$ cat src/rtl/btn_pkg.sv
// rtl/btn_pkg.sv - shared edge-mode encodings and counter-width helpers for the button conditioner
package btn_pkg;

    localparam logic [1:0] EDGE_RISE = 2'd0;
    localparam logic [1:0] EDGE_FALL = 2'd1;
    localparam logic [1:0] EDGE_BOTH = 2'd2;

    function automatic int clog2(input int value);
        int width;
        width = 0;
        for (int i = 0; i < 31; i++) begin
            if ((1 << i) < value) begin
                width = i + 1;
            end
        end
        return width;
    endfunction

    function automatic int max_int(input int a, input int b);
        return (a > b) ? a : b;
    endfunction

endpackage

$ cat src/rtl/button_channel.sv
// rtl/button_channel.sv - one conditioner channel: synchroniser, stable-count debounce, edge and hold/repeat pulses
module button_channel
    import btn_pkg::*;
#(
    parameter int         DEB_CYCLES  = 16,
    parameter int         HOLD_CYCLES = 1000,
    parameter int         RPT_CYCLES  = 200,
    parameter logic [1:0] EDGE_MODE   = EDGE_RISE
) (
    input  logic clk,
    input  logic rst_n,
    input  logic sig_in,
    output logic level,
    output logic rise_p,
    output logic fall_p,
    output logic press_p,
    output logic rpt_p
);

    localparam int DW = clog2(DEB_CYCLES + 1);
    localparam int HW = clog2(max_int(HOLD_CYCLES, RPT_CYCLES) + 1);

    localparam logic [DW-1:0] DEB_LAST  = DW'(DEB_CYCLES - 1);
    localparam logic [HW-1:0] HOLD_LAST = HW'(HOLD_CYCLES - 1);
    localparam logic [HW-1:0] RPT_LAST  = HW'(RPT_CYCLES - 1);

    logic          s1_q, s1_d;
    logic          s2_q, s2_d;
    logic          level_q, level_d;
    logic [DW-1:0] deb_cnt_q, deb_cnt_d;
    logic          rise_q, rise_d;
    logic          fall_q, fall_d;
    logic [HW-1:0] hold_cnt_q, hold_cnt_d;
    logic          rpt_seen_q, rpt_seen_d;
    logic          rpt_q, rpt_d;
    logic [HW-1:0] hold_limit;

    always_comb begin
        s1_d      = sig_in;
        s2_d      = s1_q;
        level_d   = level_q;
        deb_cnt_d = '0;
        // the level flips on the edge where the count would reach DEB_CYCLES
        if (s2_q != level_q) begin
            if (deb_cnt_q == DEB_LAST) begin
                level_d = ~level_q;
            end else begin
                deb_cnt_d = deb_cnt_q + 1'b1;
            end
        end

        rise_d = level_d & ~level_q;
        fall_d = ~level_d & level_q;

        // hold count is 0 in the rise_p cycle because level_q was still low one edge earlier
        hold_limit = rpt_seen_q ? RPT_LAST : HOLD_LAST;
        hold_cnt_d = '0;
        rpt_seen_d = 1'b0;
        rpt_d      = 1'b0;
        if (level_q) begin
            rpt_seen_d = rpt_seen_q;
            if (hold_cnt_q == hold_limit) begin
                rpt_d      = level_d;
                rpt_seen_d = 1'b1;
            end else begin
                hold_cnt_d = hold_cnt_q + 1'b1;
            end
        end
    end

    always_ff @(posedge clk) begin
        if (!rst_n) begin
            s1_q       <= 1'b0;
            s2_q       <= 1'b0;
            level_q    <= 1'b0;
            deb_cnt_q  <= '0;
            rise_q     <= 1'b0;
            fall_q     <= 1'b0;
            hold_cnt_q <= '0;
            rpt_seen_q <= 1'b0;
            rpt_q      <= 1'b0;
        end else begin
            s1_q       <= s1_d;
            s2_q       <= s2_d;
            level_q    <= level_d;
            deb_cnt_q  <= deb_cnt_d;
            rise_q     <= rise_d;
            fall_q     <= fall_d;
            hold_cnt_q <= hold_cnt_d;
            rpt_seen_q <= rpt_seen_d;
            rpt_q      <= rpt_d;
        end
    end

    always_comb begin
        press_p = rise_q;
        case (EDGE_MODE)
            EDGE_FALL: press_p = fall_q;
            EDGE_BOTH: press_p = rise_q | fall_q;
            default:   press_p = rise_q;
        endcase
    end

    assign level  = level_q;
    assign rise_p = rise_q;
    assign fall_p = fall_q;
    assign rpt_p  = rpt_q;

endmodule

$ cat src/rtl/button_conditioner.sv
// rtl/button_conditioner.sv - N_CH independent button channels for the clock's push-buttons and switches
module button_conditioner
    import btn_pkg::*;
#(
    parameter int         N_CH        = 4,
    parameter int         DEB_CYCLES  = 16,
    parameter int         HOLD_CYCLES = 1000,
    parameter int         RPT_CYCLES  = 200,
    parameter logic [1:0] EDGE_MODE   = EDGE_RISE
) (
    input  logic            clk,
    input  logic            rst_n,
    input  logic [N_CH-1:0] sig_in,
    output logic [N_CH-1:0] level,
    output logic [N_CH-1:0] rise_p,
    output logic [N_CH-1:0] fall_p,
    output logic [N_CH-1:0] press_p,
    output logic [N_CH-1:0] rpt_p
);

    for (genvar i = 0; i < N_CH; i++) begin : g_ch
        button_channel #(
            .DEB_CYCLES (DEB_CYCLES),
            .HOLD_CYCLES(HOLD_CYCLES),
            .RPT_CYCLES (RPT_CYCLES),
            .EDGE_MODE  (EDGE_MODE)
        ) u_ch (
            .clk    (clk),
            .rst_n  (rst_n),
            .sig_in (sig_in[i]),
            .level  (level[i]),
            .rise_p (rise_p[i]),
            .fall_p (fall_p[i]),
            .press_p(press_p[i]),
            .rpt_p  (rpt_p[i])
        );
    end

endmodule

$ cat config.mk
export PLATFORM = sky130hd
export DESIGN_NAME = button_conditioner
export DESIGN_NICKNAME = d
export VERILOG_FILES = /design/src/rtl/btn_pkg.sv /design/src/rtl/button_channel.sv /design/src/rtl/button_conditioner.sv
export SDC_FILE = /design/constraint.sdc
export NUM_CORES = 1
export LEC_CHECK = 0
export CAP_MARGIN = 20
export CORE_UTILIZATION = 36
export CTS_CLUSTER_SIZE = 10
export DETAILED_ROUTE_END_ITERATION = 16
export DONT_BUFFER_PORTS = 1
export SLEW_MARGIN = 15
export SYNTH_ARGS = -nofsm -noshare
export SYNTH_HDL_FRONTEND = slang
export SYNTH_SLANG_ARGS = --single-unit
export TNS_END_PERCENT = 100
$ cat constraint.sdc
create_clock -name clk -period 2.4 [get_ports clk]
set_input_delay 0.36 -clock clk [delete_from_list [all_inputs] [get_ports clk]]
set_output_delay 0.36 -clock clk [all_outputs]
set_load 0.01 [all_outputs]
==> run summary <==
Outcome = finished, final reports clean
Post-CTS Resized = 0
Final setup TNS = 0 ns
Root Driver = clkbuf_8
Least-Margin Pin Slew = 0.667 ns
YS warnings = 0
Vias per std cell = 4.94
# Post-CTS Setup Buffers = 0
Peak VDD IR = 0.339 mV
Final count of pins violating max slew = 0
Row count = 36
Setup CP Type = reg -> reg
H-tree Lvls = 3
Clock Latency Late Sink = 0.35 ns
Total grt overflow = 0
TritonCTS Sinks = 88
Final count of negative-setup-slack endpoints = 0
Sequential element share of the synthesized area = 48.4%
Port Buffer Count = 0
Post-synth top area cell = dfxtp_1
Initial DRC count = 103
CTS Buf Count = 9
Synth top area cells = dfxtp_1 (48%), a211oi_1 (4.1%), buf_4 (4.1%)
Rel. slew slack = 55.5%
Die Area = 10500 µm²
#FFs+latches synth = 88
Syn nets = 376
Setup crit end kind = flip-flop
MaxCap Viol Count = 0
Worst hold slack = 0.138 ns
Final core occ = 39.5%
PD cells = 699 nW/µm²
Slowest CP cell = a2111oi_4
Antenna violations before repair = 0
Initial Utilization = 37.2%
Pleak = 1.21 nW
Post-Place Cells = 461
Final Instance Count excl. Fillers = 477
Final period util = 81.4%
GRT Overall Usage = 12.4%
Cell chain of the critical path = or4b_4, a2111oi_4, nor3b_2
Post-route antenna net violation count = 0
Slowest stage delay, CP = 0.69 ns
First-pass GRT wire length = 10200 µm
Layout Skew = 0.0144 ns
Largest net degree at the start of global routing = 21
Mapped cell area = 3640 µm²
Drt first pass iters = 4
Filler cells = 975
Clock slew at reported path FFs = 0.10 ns
WL final = 5720 µm
Die H = 103 µm
Top Ports = 26
Nets = 357
Critical Path Source Type = flip-flop
Syn Area/Cell = 10.2 µm²
Top cell type's share of synthesized area = 48.4%
Worst-case clock buffer depth = 2
Final Hold Vio Count = 0
Core box area = 9770 µm²
Vias = 2357
GP Congestion = 0.796
Critical path required time = 2.67 ns
CTS tree = built
Critical path fanouts, max = 10
WL/cell = 12.0 µm
Minimum clock period = 1.95 ns
Hold Crit Class = in -> reg
CTS Hold Bufs = 0
# DRC = 0
Area Overhead vs Synth = 6.12%
CP arrival = 2.23 ns
Layout cells sized above 1 = 9.88%
RSZ-0062 raised after global routing = no
Fmax = 512 MHz
Die width = 103 µm
ANT cells = 0
Vias in the first global route = 2327
Detailed placer's ending HPWL = 3960 µm
Distinct cells, synth = 29
Synthesized instance count = 358
## cells in the mapped netlist (all sizes together)
cell type  instances
a2111oi            4
a211oi            20
and2               8
and3               4
buf               20
clkbuf            10
dfxtp             88
ha                12
inv                8
mux2i              4
nand2             12
nand3             20
nand3b             4
nand4              8
nand4b             4
nor2              28
nor2b             16
nor3               8
nor3b              8
o21ai             16
o21ba              4
o31ai              4
or3               16
or4                4
or4b               4
xnor2              8
xor2              16
## final timing paths
check	startpoint	endpoint	slack, ns	depth (start not counted)
min	rst_n	g_ch[1].u_ch.s2_q	0.14	1
min reg2reg	g_ch[1].u_ch.s1_q	g_ch[1].u_ch.s2_q	0.44	1
max	g_ch[1].u_ch.hold_cnt_q[5]	g_ch[1].u_ch.rpt_p	0.45	3
max reg2reg	g_ch[1].u_ch.hold_cnt_q[5]	g_ch[1].u_ch.rpt_p	0.45	3
## registers in the layout, summed over array words and instances, names as in the netlist
| name | count |
|---|---|
| g_ch.u_ch.hold_cnt_q | 40 |
| g_ch.u_ch.deb_cnt_q | 20 |
| g_ch.u_ch.fall_p | 4 |
| g_ch.u_ch.level | 4 |
| g_ch.u_ch.press_p | 4 |
| g_ch.u_ch.rpt_p | 4 |
| g_ch.u_ch.rpt_seen_q | 4 |
| g_ch.u_ch.s1_q | 4 |
| g_ch.u_ch.s2_q | 4 |
## power breakdown
part | switching [mW] | internal, mW
logic | 0.00570 | 0.00677
clock network | 0.524 | 0.691
registers | 0.00520 | 1.47
total | 0.535 | 2.16
## cells by family after synthesis
group	Yosys count	share of synthesized area, %
AND/OR/NAND/NOR	144	23.3
flip-flops	88	48.4
AO/OA/AOI/OAI	48	11.3
buffers and inverters	38	5.98
XOR/XNOR	24	5.78
adder cells (fa/ha/maj)	12	4.13
multiplexers	4	1.10
## layer usage
| layer | track usage (%) | vias up | share of wire (%) |
|---|---|---|---|
| met5 | 0 | - | 0 |
| met3 | 3.25 | 5 | 2.9 |
| met4 | 5.38 | 0 | 1.3 |
| li1 | - | 1210 | - |
| met1 | 15.4 | 1115 | 48 |
| met2 | 20.3 | 27 | 47 |
## per-stage QoR
step	setup slack [ns]	total power [mW]	instance area [µm²]
detailed placement	0.494	1.52	3620
global route	0.332	2.80	3860
global placement	0.545	1.52	3620
floorplan	0.696	1.52	3640
finish	0.446	2.70	3860
CTS	0.470	2.73	3860
## layout make-up
cell class                      count  area [µm²]  share of cell area, %
Inverter                            8        30.0                  0.778
Tap cell                          133         166                   4.31
Clock buffer                        9         124                   3.21
Multi-Input combinational cell    232        1660                   43.0
Sequential cell                    88        1760                   45.6
Clock inverter                      7         120                   3.11
## placed cells by master, fill, tap and decap left out, types with 9 or more instances in the layout
cell type	n
dfxtp_1	88
nor2_1	28
nand3_1	20
a211oi_1	20
nor2b_1	16
xor2_1	16
o21ai_0	16
or3_1	14
nand2_1	12
ha_1	12
clkbuf_8	9
## critical path, delay by kind of cell (launching register included)
family          cells  cell delay (ns)
simple gates        2             0.82
compound gates      1             0.69
flops               1             0.36
(Power assumes the default switching activity.)
